==> config.mk <==
export PLATFORM = sky130hd
export DESIGN_NAME = apb_master_arbiter
export DESIGN_NICKNAME = d
export VERILOG_FILES = /design/src/rtl/apb_arb_pkg.sv /design/src/rtl/apb_rr_picker.sv /design/src/rtl/apb_master_arbiter.sv
export SDC_FILE = /design/constraint.sdc
export NUM_CORES = 1
export LEC_CHECK = 0
export CAP_MARGIN = 20
export CORE_AREA = 3 3 159 161
export DETAILED_ROUTE_END_ITERATION = 8
export DIE_AREA = 0 0 162 164
export PLACE_DENSITY_LB_ADDON = 0.1
export REMOVE_ABC_BUFFERS = 1
export SKIP_CTS_REPAIR_TIMING = 1
export SYNTH_ARGS = -nofsm -noshare
export SYNTH_HDL_FRONTEND = slang
export SYNTH_SLANG_ARGS = --single-unit
==> constraint.sdc <==
create_clock -name clk -period 4.5 [get_ports clk]
set_input_delay 0.9 -clock clk [delete_from_list [all_inputs] [get_ports clk]]
set_output_delay 0.9 -clock clk [all_outputs]
set_load 0.1 [all_outputs]
==> src/rtl/apb_arb_pkg.sv <==
// Shared definitions for the APB master arbiter.
//   apb_state_t  : bus sequencing states (IDLE, SETUP, ACCESS)
//   DEF_*        : default parameter values for the arbiter
//   cnt_width()  : width of the pready wait counter for a given timeout
package apb_arb_pkg;

  typedef enum logic [1:0] {
    IDLE   = 2'd0,
    SETUP  = 2'd1,
    ACCESS = 2'd2
  } apb_state_t;

  localparam int DEF_NUM_REQ     = 4;
  localparam int DEF_ADDR_W      = 32;
  localparam int DEF_DATA_W      = 32;
  localparam int DEF_TIMEOUT_CYC = 16;

  // A disabled watchdog (timeout 0) still gets a 1-bit counter so no
  // zero-width vector is ever declared.
  function automatic int cnt_width(input int timeout);
    return (timeout > 0) ? $clog2(timeout + 1) : 1;
  endfunction

endpackage

==> src/rtl/apb_rr_picker.sv <==
// Combinational round-robin picker.
//   req : request vector
//   ptr : index where the search starts (highest priority this round)
//   gnt : one-hot winner (all zero when req == 0)
//   idx : binary index of the winner
//   any : at least one request present
// Rotates req right by ptr, takes the lowest set bit, then maps that
// position back into the original index space.
module apb_rr_picker #(
  parameter int N     = 4,
  parameter int IDX_W = (N > 1) ? $clog2(N) : 1
) (
  input  logic [N-1:0]     req,
  input  logic [IDX_W-1:0] ptr,
  output logic [N-1:0]     gnt,
  output logic [IDX_W-1:0] idx,
  output logic             any
);

  logic [2*N-1:0]   doubled;
  logic [N-1:0]     rotated;
  logic [IDX_W-1:0] rot_idx;
  logic [IDX_W:0]   sum;

  always_comb begin
    // rotated[j] = req[(j + ptr) mod N]
    doubled = {req, req} >> ptr;
    rotated = doubled[N-1:0];
    rot_idx = '0;
    any     = 1'b0;
    // Scan downward so the lowest set bit is the last one written.
    for (int i = N - 1; i >= 0; i--) begin
      if (rotated[i]) begin
        rot_idx = IDX_W'(i);
        any     = 1'b1;
      end
    end
    // Un-rotate with an explicit wrap so non-power-of-two N works.
    sum = {1'b0, rot_idx} + {1'b0, ptr};
    if (sum >= (IDX_W + 1)'(N)) begin
      sum = sum - (IDX_W + 1)'(N);
    end
    idx = sum[IDX_W-1:0];
    gnt = any ? (N'(1) << idx) : '0;
  end

endmodule

==> src/rtl/apb_master_arbiter.sv <==
// Shares one APB master port between NUM_REQ requesters, round-robin,
// one transfer in flight at a time, with an optional pready watchdog.
//   clk, resetn              : clock, synchronous active-low reset
//   req/req_addr/req_write/req_wdata : per-requester transfer requests
//   gnt                      : one-hot owner of the current transfer
//   done/rsp_rdata/rsp_err   : one-cycle completion and its response
//   psel/penable/pwrite/paddr/pwdata/prdata/pready/pslverr : APB bus
//   dbg_state                : current FSM state (apb_state_t encoding)
// Handshake: a requester holds req and its req_* fields steady until it
// sees done for itself, and drops req at that same clock edge. done and
// rsp_* are combinational from the APB slave during ACCESS; everything
// else is registered.
module apb_master_arbiter
  import apb_arb_pkg::*;
#(
  parameter int NUM_REQ     = DEF_NUM_REQ,
  parameter int ADDR_W      = DEF_ADDR_W,
  parameter int DATA_W      = DEF_DATA_W,
  parameter int TIMEOUT_CYC = DEF_TIMEOUT_CYC
) (
  input  logic                  clk,
  input  logic                  resetn,
  input  logic [NUM_REQ-1:0]    req,
  input  logic [NUM_REQ*ADDR_W-1:0] req_addr,
  input  logic [NUM_REQ-1:0]    req_write,
  input  logic [NUM_REQ*DATA_W-1:0] req_wdata,
  output logic [NUM_REQ-1:0]    gnt,
  output logic [NUM_REQ-1:0]    done,
  output logic [DATA_W-1:0]     rsp_rdata,
  output logic                  rsp_err,
  output logic                  psel,
  output logic                  penable,
  output logic                  pwrite,
  output logic [ADDR_W-1:0]     paddr,
  output logic [DATA_W-1:0]     pwdata,
  input  logic [DATA_W-1:0]     prdata,
  input  logic                  pready,
  input  logic                  pslverr,
  output logic [1:0]            dbg_state
);

  localparam int IDX_W = $clog2(NUM_REQ);
  localparam int CNT_W = cnt_width(TIMEOUT_CYC);

  apb_state_t       state, next_state;
  logic [IDX_W-1:0] ptr;
  logic [CNT_W-1:0] wait_cnt;
  logic [NUM_REQ-1:0] pick_gnt;
  logic [IDX_W-1:0] pick_idx;
  logic             pick_any;
  logic             timeout;
  logic             complete;

  apb_rr_picker #(
    .N     (NUM_REQ),
    .IDX_W (IDX_W)
  ) u_picker (
    .req (req),
    .ptr (ptr),
    .gnt (pick_gnt),
    .idx (pick_idx),
    .any (pick_any)
  );

  // Fires in the (TIMEOUT_CYC+1)th ACCESS cycle; pready wins if both.
  assign timeout   = (TIMEOUT_CYC > 0) && (wait_cnt == CNT_W'(TIMEOUT_CYC));
  assign dbg_state = state;

  always_comb begin
    next_state = state;
    done       = '0;
    rsp_rdata  = '0;
    rsp_err    = 1'b0;
    complete   = 1'b0;
    case (state)
      IDLE: begin
        if (pick_any) next_state = SETUP;
      end
      SETUP: begin
        next_state = ACCESS;
      end
      ACCESS: begin
        if (pready) begin
          complete   = 1'b1;
          done       = gnt;
          rsp_rdata  = prdata;
          rsp_err    = pslverr;
          next_state = IDLE;
        end else if (timeout) begin
          complete   = 1'b1;
          done       = gnt;
          rsp_err    = 1'b1;
          next_state = IDLE;
        end
      end
      default: next_state = IDLE;
    endcase
  end

  always_ff @(posedge clk) begin
    if (!resetn) begin
      state    <= IDLE;
      ptr      <= '0;
      gnt      <= '0;
      psel     <= 1'b0;
      penable  <= 1'b0;
      pwrite   <= 1'b0;
      paddr    <= '0;
      pwdata   <= '0;
      wait_cnt <= '0;
    end else begin
      state <= next_state;
      case (state)
        IDLE: begin
          if (pick_any) begin
            gnt    <= pick_gnt;
            paddr  <= req_addr[pick_idx*ADDR_W +: ADDR_W];
            pwdata <= req_wdata[pick_idx*DATA_W +: DATA_W];
            pwrite <= req_write[pick_idx];
            psel   <= 1'b1;
            ptr    <= (pick_idx == IDX_W'(NUM_REQ - 1)) ? '0 : pick_idx + 1'b1;
          end
        end
        SETUP: begin
          penable  <= 1'b1;
          wait_cnt <= '0;
        end
        ACCESS: begin
          if (complete) begin
            psel    <= 1'b0;
            penable <= 1'b0;
            gnt     <= '0;
          end else if (TIMEOUT_CYC > 0) begin
            wait_cnt <= wait_cnt + 1'b1;
          end
        end
        default: ;
      endcase
    end
  end

endmodule

==> metrics.cfg <==
[run_status]
status = completed

[drt]
wl_per_cell_um = 18.0
first_iter_violations = 232
wl_um = 24600
via_per_inst = 4.94
vias = 6767
dr.pass1.iters = 5
drc = 0
ant_nets = 0

[power]
ir_drop_mv = 0.352
p_switching_w = 0.00449
p_clk_share_pct = 10.8
leakage_nw = 4.15
switching_share_pct = 55.3
p_per_area_nw_per_um2 = 761
pwr-share-comb_pct = 74.0
seqPwrFrac_pct = 15.2
power.internal_w = 0.00362

[finish]
fillerInstances = 2459
layout-drive-gt1-share_pct = 7.37
multi_input_area_um2 = 4060
area_delta_synth_final_pct = 72.8
regArea_um2 = 1600
final_net_count = 1345
finalCoreUtilization_pct = 44.2
diodes = 0
final_area_um2 = 10700

[sta]
fin_ws_ns = 0.754
fmax_ghz = 0.267
worstMarginPinSlew_ns = 1.07
period_share_pct = 83.2
fin_skew_ns = 0.00667
fin_crit_ns = 3.75
finalSetupViolations = 0
slew_violations = 0
relSlewSlack_pct = 28.1
hold_viol = 0
rsz0062_at_grt = no

[placed_design]
gp_congestion = 0.751
postPlaceCellArea_um2 = 10300
place_ws_ns = 0.386
portBuffers = 409
hpwl_um = 18800

[clock_network]
cts-buffers-inserted = 9
clock-root-buffer = clkbuf_16
clkLatencyLatePin_ns = 0.34
clock_path_buffers = 2
cts_sinks = 80
cts.clk_slew.worst_paths_ns = 0.06
htreeDepth = 3
cts_tree = yes

[min_path]
hp-class = reg2reg

[floorplanning]
initial_core_util_pct = 25.6
die_w_um = 162
die-area_um2 = 26600
ios = 410
die_y_um = 164
coreArea_um2 = 24100
num_rows = 57

[global_routing]
grt_max_degree = 101
grt_overflow = 0
grt_first_pass_wirelength_um = 36300
gr-usage-all-layers_pct = 17.4
first_global_vias = 6466
antenna_found_initial = 0

[logic_synthesis]
syn-cell-area_um2 = 6170
synth-seq-cells = 80
ys.flop_type = dfxtp_1
ys_seq_area_share_pct = 26.0
synth_warnings = 0
ys_types = 47
synthCells = 683
async_flop_share_pct = 0
synth_edf_count = 0
avgSynthCellArea_um2 = 9.03

[setup_path]
start_kind = primary input
end_kind = flip-flop
path_common_cell = nor2_1
path_cells = clkdlybuf4s50_1 > nor2_1 > a221oi_1 > a31oi_1 > a211o_1 > ha_4 > buf_12 > buf_4 > mux2i_1 > o22a_1 > nor2_1 > a221o_1
required_ns = 4.73
critPathSlowestCell = clkdlybuf4s50_1
arrival_ns = 3.98
critical_path.top_delay_family = buffers and inverters
crit_type = in2reg
crit_buf_inv = 3
cp_slowest_stage_delay_ns = 0.67
critPathMaxFanout = 48

[job]
max-cap-violations = 0

[metal layers]
metal / share of wire (%) / track usage, %
met1: 38 / 18.7
met2: 51 / 32.3
met3: 9.9 / 6.48
met4: 1.3 / 4.07
met5: 0 / 0
[path summary, 6_finish.rpt]
check,from,to,slack (ns),cells past startpoint
worst max register to register,ptr[0]$_SDFFE_PN0P_,paddr[20]$_SDFFE_PN0P_,1.38,11
worst min-delay path,pwdata[16]$_SDFFE_PN0P_,pwdata[16]$_SDFFE_PN0P_,0.49,1
worst min register to register,pwdata[16]$_SDFFE_PN0P_,pwdata[16]$_SDFFE_PN0P_,0.49,1
worst max-delay path,req[0],paddr[20]$_SDFFE_PN0P_,0.75,12
[power by group through the flow]
stage          clock [W]  combinational (W)  sequential (W)
2_1_floorplan          0            0.00204         0.00241
3_3_place_gp           0            0.00603         0.00124
3_5_place_dp           0            0.00606         0.00123
4_1_cts         0.000910            0.00606         0.00123
5_1_grt         0.000935            0.00632         0.00128
6_report        0.000879            0.00600         0.00123
[kinds of logic after synthesis]
kind of cell / Yosys count / synth area share, %
adders and majority gates: 5 / 1.01
DFF: 80 / 26.0
xor gates and xnor gates: 3 / 0.548
and+or+nand+nor: 153 / 12.7
muxes: 131 / 21.3
AOI/OAI and AO/OA: 226 / 29.8
buffers and inverters: 85 / 8.66
[through the flow]
| stage | hold slack (ns) | TNS [ns] | std cells | power (W) |
|---|---|---|---|---|
| after floorplan | 0.550 | -152.41 | 607 | 0.00444 |
| after global placement | 0.469 | 0 | 1353 | 0.00728 |
| after detailed placement | 0.470 | 0 | 1353 | 0.00729 |
| after CTS | 0.489 | 0 | 1369 | 0.00820 |
| after global routing | 0.502 | 0 | 1369 | 0.00853 |
| final | 0.486 | 0 | 1369 | 0.00811 |
[cell usage in the layout (no fill, tap or decap), types with 2 or more instances in the layout]
cell type and n:
a21boi_0 2, a21oi_1 5, a221o_1 65, a31oi_1 2, a32oi_1 4, and2_1 38
buf_12 9, buf_4 41, bufinv_16 3, clkbuf_16 9, clkdlybuf4s50_1 372, dfxtp_1 80
ha_1 4, inv_1 8, mux2i_1 131, nand2_1 11, nand2_4 3, nand3_1 2
nand4_1 5, nor2_1 75, nor2b_1 7, nor3_1 2, nor4_1 2, o21a_1 2
o21ai_0 7, o22a_1 65, o22ai_1 65, o31ai_1 2
[synth_stat cells, types with 4 or more instances]
master	instances	area, µm²
clkbuf_1	23	86.3
inv_1	8	30.0
buf_4	8	60.1
o21ai_0	7	35.0
ha_1	5	62.6
o22ai_1	65	407
a221o_1	65	651
buf_2	22	110
a32oi_1	4	35.0
nand2_1	11	41.3
nor2_1	75	282
and2_1	38	238
mux2i_1	131	1310
nor2b_1	7	43.8
buf_6	21	236
o22a_1	66	578
dfxtp_1	80	1600
nand4_1	5	31.3
a21oi_1	5	25.0
[registers in the layout, summed over array words and instances, names as in the netlist]
name and flops:
paddr 32, gnt 4, wait_cnt 5, pwrite 1, penable 1, dbg_state 2, ptr 2, psel 1
pwdata 32
[layout make-up]
type | count | area share (%)
tap | 324 | 3.80
timing repair buffer | 422 | 39.5
clock buffer | 11 | 2.28
clock inverter | 5 | 0.975
sequential | 80 | 15.0
inverter | 9 | 0.317
multi-input combinational | 518 | 38.1
(Power assumes the default switching activity.)
